`src/rtl/seg_counter_mux.sv`:
```
// rtl/seg_counter_mux.sv - N-digit BCD up/down counter with multiplexed seven-segment driver
// Optional leading-zero blanking with `define SEG_LZB_EN.
module seg_counter_mux #(
  parameter int DIGITS    = 4,
  parameter int COUNT_DIV = 50_000_000,
  parameter int SCAN_DIV  = 65_536
) (
  input  logic                  clk,
  input  logic                  rst,
  input  logic                  en,
  input  logic                  up,
  input  logic                  load,
  input  logic [4*DIGITS-1:0]   load_val,
  output logic [4*DIGITS-1:0]   count,
  output logic [DIGITS-1:0]     digit,
  output logic [7:0]            seg,
  output logic                  tick,
  output logic                  wrap
);

  localparam int PW   = $clog2(COUNT_DIV);
  localparam int SW   = (SCAN_DIV > 1) ? $clog2(SCAN_DIV) : 1;
  localparam int SELW = (DIGITS > 1) ? $clog2(DIGITS) : 1;
  localparam logic [PW-1:0]   PRE_LAST  = PW'(COUNT_DIV - 1);
  localparam logic [SW-1:0]   SLOT_LAST = SW'(SCAN_DIV - 1);
  localparam logic [SELW-1:0] SEL_TOP   = SELW'(DIGITS - 1);

  function automatic logic [7:0] seg_decode(input logic [3:0] v);
    case (v)
      4'd0:    seg_decode = 8'b00000011;
      4'd1:    seg_decode = 8'b10011111;
      4'd2:    seg_decode = 8'b00100101;
      4'd3:    seg_decode = 8'b00001101;
      4'd4:    seg_decode = 8'b10011001;
      4'd5:    seg_decode = 8'b01001001;
      4'd6:    seg_decode = 8'b01000001;
      4'd7:    seg_decode = 8'b00011111;
      4'd8:    seg_decode = 8'b00000001;
      4'd9:    seg_decode = 8'b00001001;
      default: seg_decode = 8'b11111111;
    endcase
  endfunction

  logic [PW-1:0]       pre;
  logic [SW-1:0]       slot;
  logic [SELW-1:0]     sel;
  logic                step;
  logic [4*DIGITS-1:0] inc_val, dec_val, load_clean;
  logic                carry, borrow;
  logic [SELW-1:0]     sel_next;
  logic [DIGITS-1:0]   digit_next;
  logic [3:0]          cur_bcd;
  logic                blank;

  assign step = en && (pre == PRE_LAST);

  // Ripple carry/borrow: carry/borrow survive the loop only when every digit was 9 / 0.
  always_comb begin
    inc_val    = count;
    dec_val    = count;
    load_clean = '0;
    carry      = 1'b1;
    borrow     = 1'b1;
    for (int i = 0; i < DIGITS; i++) begin
      if (carry) begin
        if (count[4*i +: 4] == 4'd9) begin
          inc_val[4*i +: 4] = 4'd0;
        end else begin
          inc_val[4*i +: 4] = count[4*i +: 4] + 4'd1;
          carry = 1'b0;
        end
      end
      if (borrow) begin
        if (count[4*i +: 4] == 4'd0) begin
          dec_val[4*i +: 4] = 4'd9;
        end else begin
          dec_val[4*i +: 4] = count[4*i +: 4] - 4'd1;
          borrow = 1'b0;
        end
      end
      load_clean[4*i +: 4] = (load_val[4*i +: 4] > 4'd9) ? 4'd0 : load_val[4*i +: 4];
    end
  end

  // seg is computed for the digit about to be lit so the two registers stay paired.
  always_comb begin
    sel_next = sel;
    if (slot == SLOT_LAST) begin
      sel_next = (sel == '0) ? SEL_TOP : sel - 1'b1;
    end
    digit_next = '0;
    digit_next[sel_next] = 1'b1;
    cur_bcd = count[4*int'(sel_next) +: 4];
  end

`ifdef SEG_LZB_EN
  logic [DIGITS-1:0] zero_run;
  logic              run;

  always_comb begin
    zero_run = '0;
    run      = 1'b1;
    for (int i = DIGITS - 1; i >= 0; i--) begin
      run         = run && (count[4*i +: 4] == 4'd0);
      zero_run[i] = run;
    end
    blank = zero_run[sel_next] && (sel_next != '0);
  end
`else
  assign blank = 1'b0;
`endif

  always_ff @(posedge clk) begin
    if (rst) begin
      pre   <= '0;
      count <= '0;
      tick  <= 1'b0;
      wrap  <= 1'b0;
    end else begin
      tick <= 1'b0;
      wrap <= 1'b0;
      if (load) begin
        pre   <= '0;
        count <= load_clean;
      end else if (en) begin
        if (step) begin
          pre   <= '0;
          tick  <= 1'b1;
          count <= up ? inc_val : dec_val;
          wrap  <= up ? carry : borrow;
        end else begin
          pre <= pre + 1'b1;
        end
      end
    end
  end

  always_ff @(posedge clk) begin
    if (rst) begin
      slot  <= '0;
      sel   <= SEL_TOP;
      digit <= DIGITS'(1) << (DIGITS - 1);
      seg   <= 8'b00000011;
    end else begin
      slot  <= (slot == SLOT_LAST) ? '0 : slot + 1'b1;
      sel   <= sel_next;
      digit <= digit_next;
      seg   <= blank ? 8'b11111111 : seg_decode(cur_bcd);
    end
  end

endmodule

```
`config.mk`:
```
export PLATFORM = sky130hd
export DESIGN_NAME = seg_counter_mux
export DESIGN_NICKNAME = d
export VERILOG_FILES = /design/src/rtl/seg_counter_mux.sv
export SDC_FILE = /design/constraint.sdc
export NUM_CORES = 1
export LEC_CHECK = 0
export CORE_MARGIN = 1.5
export CORE_UTILIZATION = 48
export CTS_CLUSTER_DIAMETER = 80
export DETAILED_ROUTE_END_ITERATION = 10
export PLACE_DENSITY = 0.68
export SYNTH_ARGS = -nofsm -noshare
export SYNTH_HDL_FRONTEND = slang
export SYNTH_SLANG_ARGS = --single-unit
```
`constraint.sdc`:
```
create_clock -name clk -period 3.45 [get_ports clk]
set_clock_uncertainty 0.1 [all_clocks]
set_input_delay 1.035 -clock clk [delete_from_list [all_inputs] [get_ports clk]]
set_output_delay 1.035 -clock clk [all_outputs]
set_load 0.01 [all_outputs]
```
# Yosys cells after proc, flatten, opt, wreduce, memory -nomap -nowiden
# Memories as Yosys holds them, arrays and structs flattened. A register that Yosys moved wholly into a read port is not among the register bits.
# Index checks and enable logic that the tools add are counted.
# totals
reg_bits	74
rom_bits	112
input_bits	21
out_inout_bits	30
word_cells	104
memories	1
# memory_table
memory	depth	word_bits	rd	rd_ports_with_merged_regs	write_ports	line	source
(name not given)	16	7	1	1	0	29	case (v)
# classes
n_addsub	11
magnitude_cmp	6
eq_ne	9
shift	1
mux	43
bitwise	2
n_reduce_logical	20
# op_table
op	n
4-bit 2-to-1 mux	18
16-bit 2-to-1 mux	4
26-bit by 1-bit adder with 26-bit output (second input constant)	1
26-bit equality test (second input constant)	1
26-bit 2-to-1 mux	1
1-bit 2-to-1 mux	17
16-bit by 1-bit adder with 16-bit output (second input constant)	1
4-bit by 1-bit adder with 4-bit output (second input constant)	4
16-bit equality test (second input constant)	1
4-bit equality test (second input constant)	4
4-bit greater-than comparator (second input constant)	4
4-bit zero test	4
16-bit by 5-bit indexed part select with 4-bit output	1
4-bit by 1-bit subtractor with 4-bit output (second input constant)	4
4-bit AND reduction	3
3-bit by 1-bit != test with 1-bit output (second input constant)	3
3-bit nonzero test	3
2-bit 2-to-1 mux	2
2-bit nonzero test	2
2-bit OR reduction	2
4-bit OR reduction	1
2-bit by 3-bit < comparator with 1-bit output (second input constant)	1
3-bit OR reduction	1
1-bit demux with 2-bit select	1
other kinds (6)	8

# Logic depth before layout (Yosys ltp)
# Gate-level depths: netlist of run 1.
# depth
depth_word	9
ltp_mapped	12
ltp_nobuf	11

# Worst setup path after synthesis of run 1
# No wires, ideal clock.
# synth_timing
kind	in2reg
start	in en
end	reg pre[10]
setup_time_ps	128
arrival_ps	2543
required_time_ps	3222
setup_slack_ps	679
cell_stages	7
n_path_buf	2
path_cell_list	nand3_1 or2_2 or3_1 clkbuf_1 nand2_1 clkbuf_1 nor2_1
# synth_between
elab_chain_cells	2
# synth_rtl
item	line	source
start, declared	10	input logic en,
1-bit logical AND	55	assign step = en && (pre == PRE_LAST);
26-bit 2-to-1 mux	126	if (step) begin
end signal, assigned	132	pre <= pre + 1'b1;
end, declared	44	logic [PW-1:0] pre;
# Several ways; a longest one is shown, not always the timed one.
# A chain may end at the register's enable or synchronous reset.

# Worst setup path in the final report of run 1
# layout_timing
start	reg slot[0]
end	reg seg[4]
# layout_between
elab_chain_cells	3
# layout_rtl
item	line	source
start, declared	45	logic [SW-1:0] slot;
start signal, assigned	145	slot <= (slot == SLOT_LAST) ? '0 : slot + 1'b1;
16-bit equality test	88	if (slot == SLOT_LAST) begin
2-bit 2-to-1 mux	88	
16-bit by 5-bit indexed part select with 4-bit output	93	cur_bcd = count[4*int'(sel_next) +: 4];
end, declared	16	output logic [7:0] seg,
# No other way between the ends.

==> flow_metrics.py, run 1 <==
metrics = {
    "global_routing": {
        "grt_usage_pct": 20.6,
        "grt_overflow": 0,
        "grt_pass1_vias": 3243,
        "grt_max_degree": 30,
        "grt_pass1_wl_mm": 14.7,
        "antenna_found_initial": 0,
    },
    "critical_path": {
        "path_buf_inv": 2,
        "cp_slowest_cell": "mux2i_1",
        "slowest_delay_ns": 0.40,
        "r2r_slack_ns": 0.37,
        "cp-endpoint": "seg[4]",
        "cp_num_cells": 10,
        "critPathArrivalTime_ns": 3.20,
        "r2r-start": "slot[0]",
        "endpoint_kind": "flip-flop",
        "crit_type": "flip-flop to flip-flop",
        "rr_worst_depth": 10,
        "crit_fanout": 6,
        "startpoint": "slot[0]",
        "r2r_end": "seg[4]",
        "critPathLaunchType": "flip-flop",
        "cp_cell_sequence": "ha_1 > nand4_2 > nor4_4 > mux2i_1 > clkinv_1 > mux2i_2 > inv_1 > ha_1 > mux2i_1 > a21oi_1",
        "required_ns": 3.57,
        "cp_top_family": "multiplexers",
    },
    "drt": {
        "first_pass_iters": 4,
        "vias": 3552,
        "route.detailed.drc": 0,
        "ant_nets": 0,
        "drt-initial-drc-count": 193,
        "wl_mm": 8.74,
        "routedWlPerCell_um": 13.6,
        "drt-vias-per-instance": 5.53,
    },
    "place": {
        "dp_hpwl_mm": 6.36,
        "gp_congestion": 0.890,
        "io_buffers": 49,
        "dp_cells": 626,
    },
    "clock_tree": {
        "cts_num_sinks": 73,
        "cts_buffers": 9,
        "cts_resized": 0,
        "cts_tree": "built",
        "post_cts_buffers": 0,
        "hold_buffers": 0,
        "cts-root-buf": "clkbuf_8",
        "clkTransAtPathRegs_ns": 0.07,
        "cts_max_level": 3,
        "insertion_delay_ns": 0.35,
        "cts_buffer_depth": 2,
    },
    "final_layout": {
        "final.fill_count": 747,
        "fin_nets": 561,
        "final_util_pct": 59.1,
        "area_delta_synth_final_pct": 19.9,
        "diodes": 0,
        "fin_cells": 642,
        "layout_commonest_cell": "nor2_1",
        "drive_above_1_share_pct": 8.01,
        "final_cell_mix": "74 x nor2_1, 73 x dfxtp_1, 49 x clkdlybuf4s50_1",
    },
    "timing": {
        "fmax_ghz": 0.325,
        "rsz0062_at_grt": "no",
        "drv_slew": 0,
        "hold_viol": 0,
        "setup_tns_ns": 0,
        "hold_ws_ns": 0.391,
        "post-route-min-period_ns": 3.08,
        "post-route-period-util_pct": 89.3,
        "setup_viol": 0,
        "tightest_slew_ns": 0.595,
        "slew_headroom_pct": 60.3,
    },
    "die": {
        "initial_core_util_pct": 49.3,
        "core_region_area_sq_mm": 0.00818,
        "dieArea_sq_mm": 0.00895,
        "die_h_um": 94.6,
        "num_rows": 33,
        "chipWidth_um": 94.6,
        "top_level_ports": 51,
    },
    "yosys": {
        "yosys_warnings": 0,
        "yosysUniqueCellTypes": 58,
        "avgSynthCellArea_sq_um": 8.24,
        "synth_seq_area_share_pct": 36.3,
        "yosys-top-cells-area": "dfxtp_1 36%, nor2_1 6.9%, mux2i_1 6.0%",
        "syn-num-nets": 518,
        "synth_cells": 489,
        "synthesis.area_sq_mm": 0.00403,
        "yosysTopAreaCell": "dfxtp_1",
        "yosysTopAreaCellShare_pct": 36.3,
        "synth-seq-cells": 73,
        "synthArstFlopShare_pct": 0,
        "yosys_most_used_dff": "dfxtp_1",
        "synth_edf_count": 0,
    },
    "power": {
        "power_mw": 1.87,
        "vdd_drop_max_mv": 0.234,
        "p_per_area_mw_per_mm2": 386,
        "p_leak_nw": 1.79,
    },
    "hold_path": {
        "min_path_type": "flip-flop to flip-flop",
    },
    "status": {
        "status": "completed",
    },
    "run": {
        "maxCapViolations": 0,
    },
}
[per-stage QoR]
stage / instance area, sq um / setup WS (ns)
2_1_floorplan: 4030 / 0.679
3_3_place_gp: 4620 / 0.213
3_5_place_dp: 4620 / 0.167
4_1_cts: 4830 / 0.287
5_1_grt: 4830 / 0.0796
6_report: 4830 / 0.369
[logic make-up (layout without fill, tap and decap cells)]
family	after synthesis	count (layout)	share of synthesized area, %
flops	73	73	36.3
fa+ha+maj	8	8	2.49
other cells	1	1	0.0931
compound gates	85	85	13.5
buf+inv	44	92	5.10
simple gates	206	206	25.5
mux	29	29	7.64
xor+xnor	43	43	9.35
[Yosys cell counts (all sizes together) (2+ instances only)]
cell type / count
xnor2: 17
nor2: 74
nor2b: 3
o21a: 4
o22ai: 5
clkbuf: 26
a31oi: 5
o32ai: 2
a21oi: 26
nand2b: 6
a22oi: 2
mux2i: 24
nor4: 6
o221ai: 2
mux2: 5
nand4: 14
nor3: 12
o31ai: 3
and3: 9
or2: 5
nand2: 36
buf: 3
xor2: 26
nor4b: 3
nand3: 26
a32o: 2
inv: 13
a211oi: 4
or3: 5
dfxtp: 73
o21ai: 19
nor4bb: 2
o32a: 2
a21boi: 2
clkinv: 2
ha: 8
[area by class of cell]
cell class                 instances  area (sq um)  area share (%)
clock buffer                      12           135            2.80
inverter                          15          56.3            1.17
timing repair buffer              61           606            12.5
clock inverter                     4          76.3            1.58
tap                              105           131            2.72
sequential                        73          1460            30.3
multi-input combinational        372          2360            49.0
[where the power goes]
part | leakage, nW | internal (mW) | switching, mW
Clock | 0.101 | 0.411 | 0.330
Sequential | 0.592 | 0.862 | 0.0367
Combinational | 1.09 | 0.117 | 0.110
Total | 1.79 | 1.39 | 0.477
[layer usage]
metal	vias to the layer above	GRT usage, %	part of all wire (%)
li1	1802	-	-
met1	1664	26.0	48
met2	75	34.4	47
met3	11	4.75	4.1
met4	0	7.34	1.3
met5	-	0	0
[sequential cells by signal, indices dropped and copies added (netlist names)]
name   count
seg        7
tick       1
sel        2
digit      4
count     16
slot      16
pre       26
wrap       1
[worst min path at each step]
stage          startpoint  endpoint  slack (ns)  cells after the start
4_1_cts           slot[0]   slot[0]        0.39                      1
2_1_floorplan     slot[0]   slot[0]        0.33                      1
3_5_place_dp      slot[0]   slot[0]        0.37                      1
5_1_grt           slot[0]   slot[0]        0.43                      1
6_report          slot[0]   slot[0]        0.39                      1
3_3_place_gp      slot[0]   slot[0]        0.34                      1
Power figures use the tool's default switching activity.
==> inputs of run 2 (changes only) <==
- HOLD_SLACK_MARGIN: default -> 0.03
- SLEW_MARGIN: default -> 20
==> results of run 2 <==
The final DEF is identical to that of run 1; final timing and power are the same.
==> inputs of run 3 (changes only) <==
- CAP_MARGIN: default -> 20
==> results of run 3 <==
The final DEF is identical to that of run 1; final timing and power are the same.
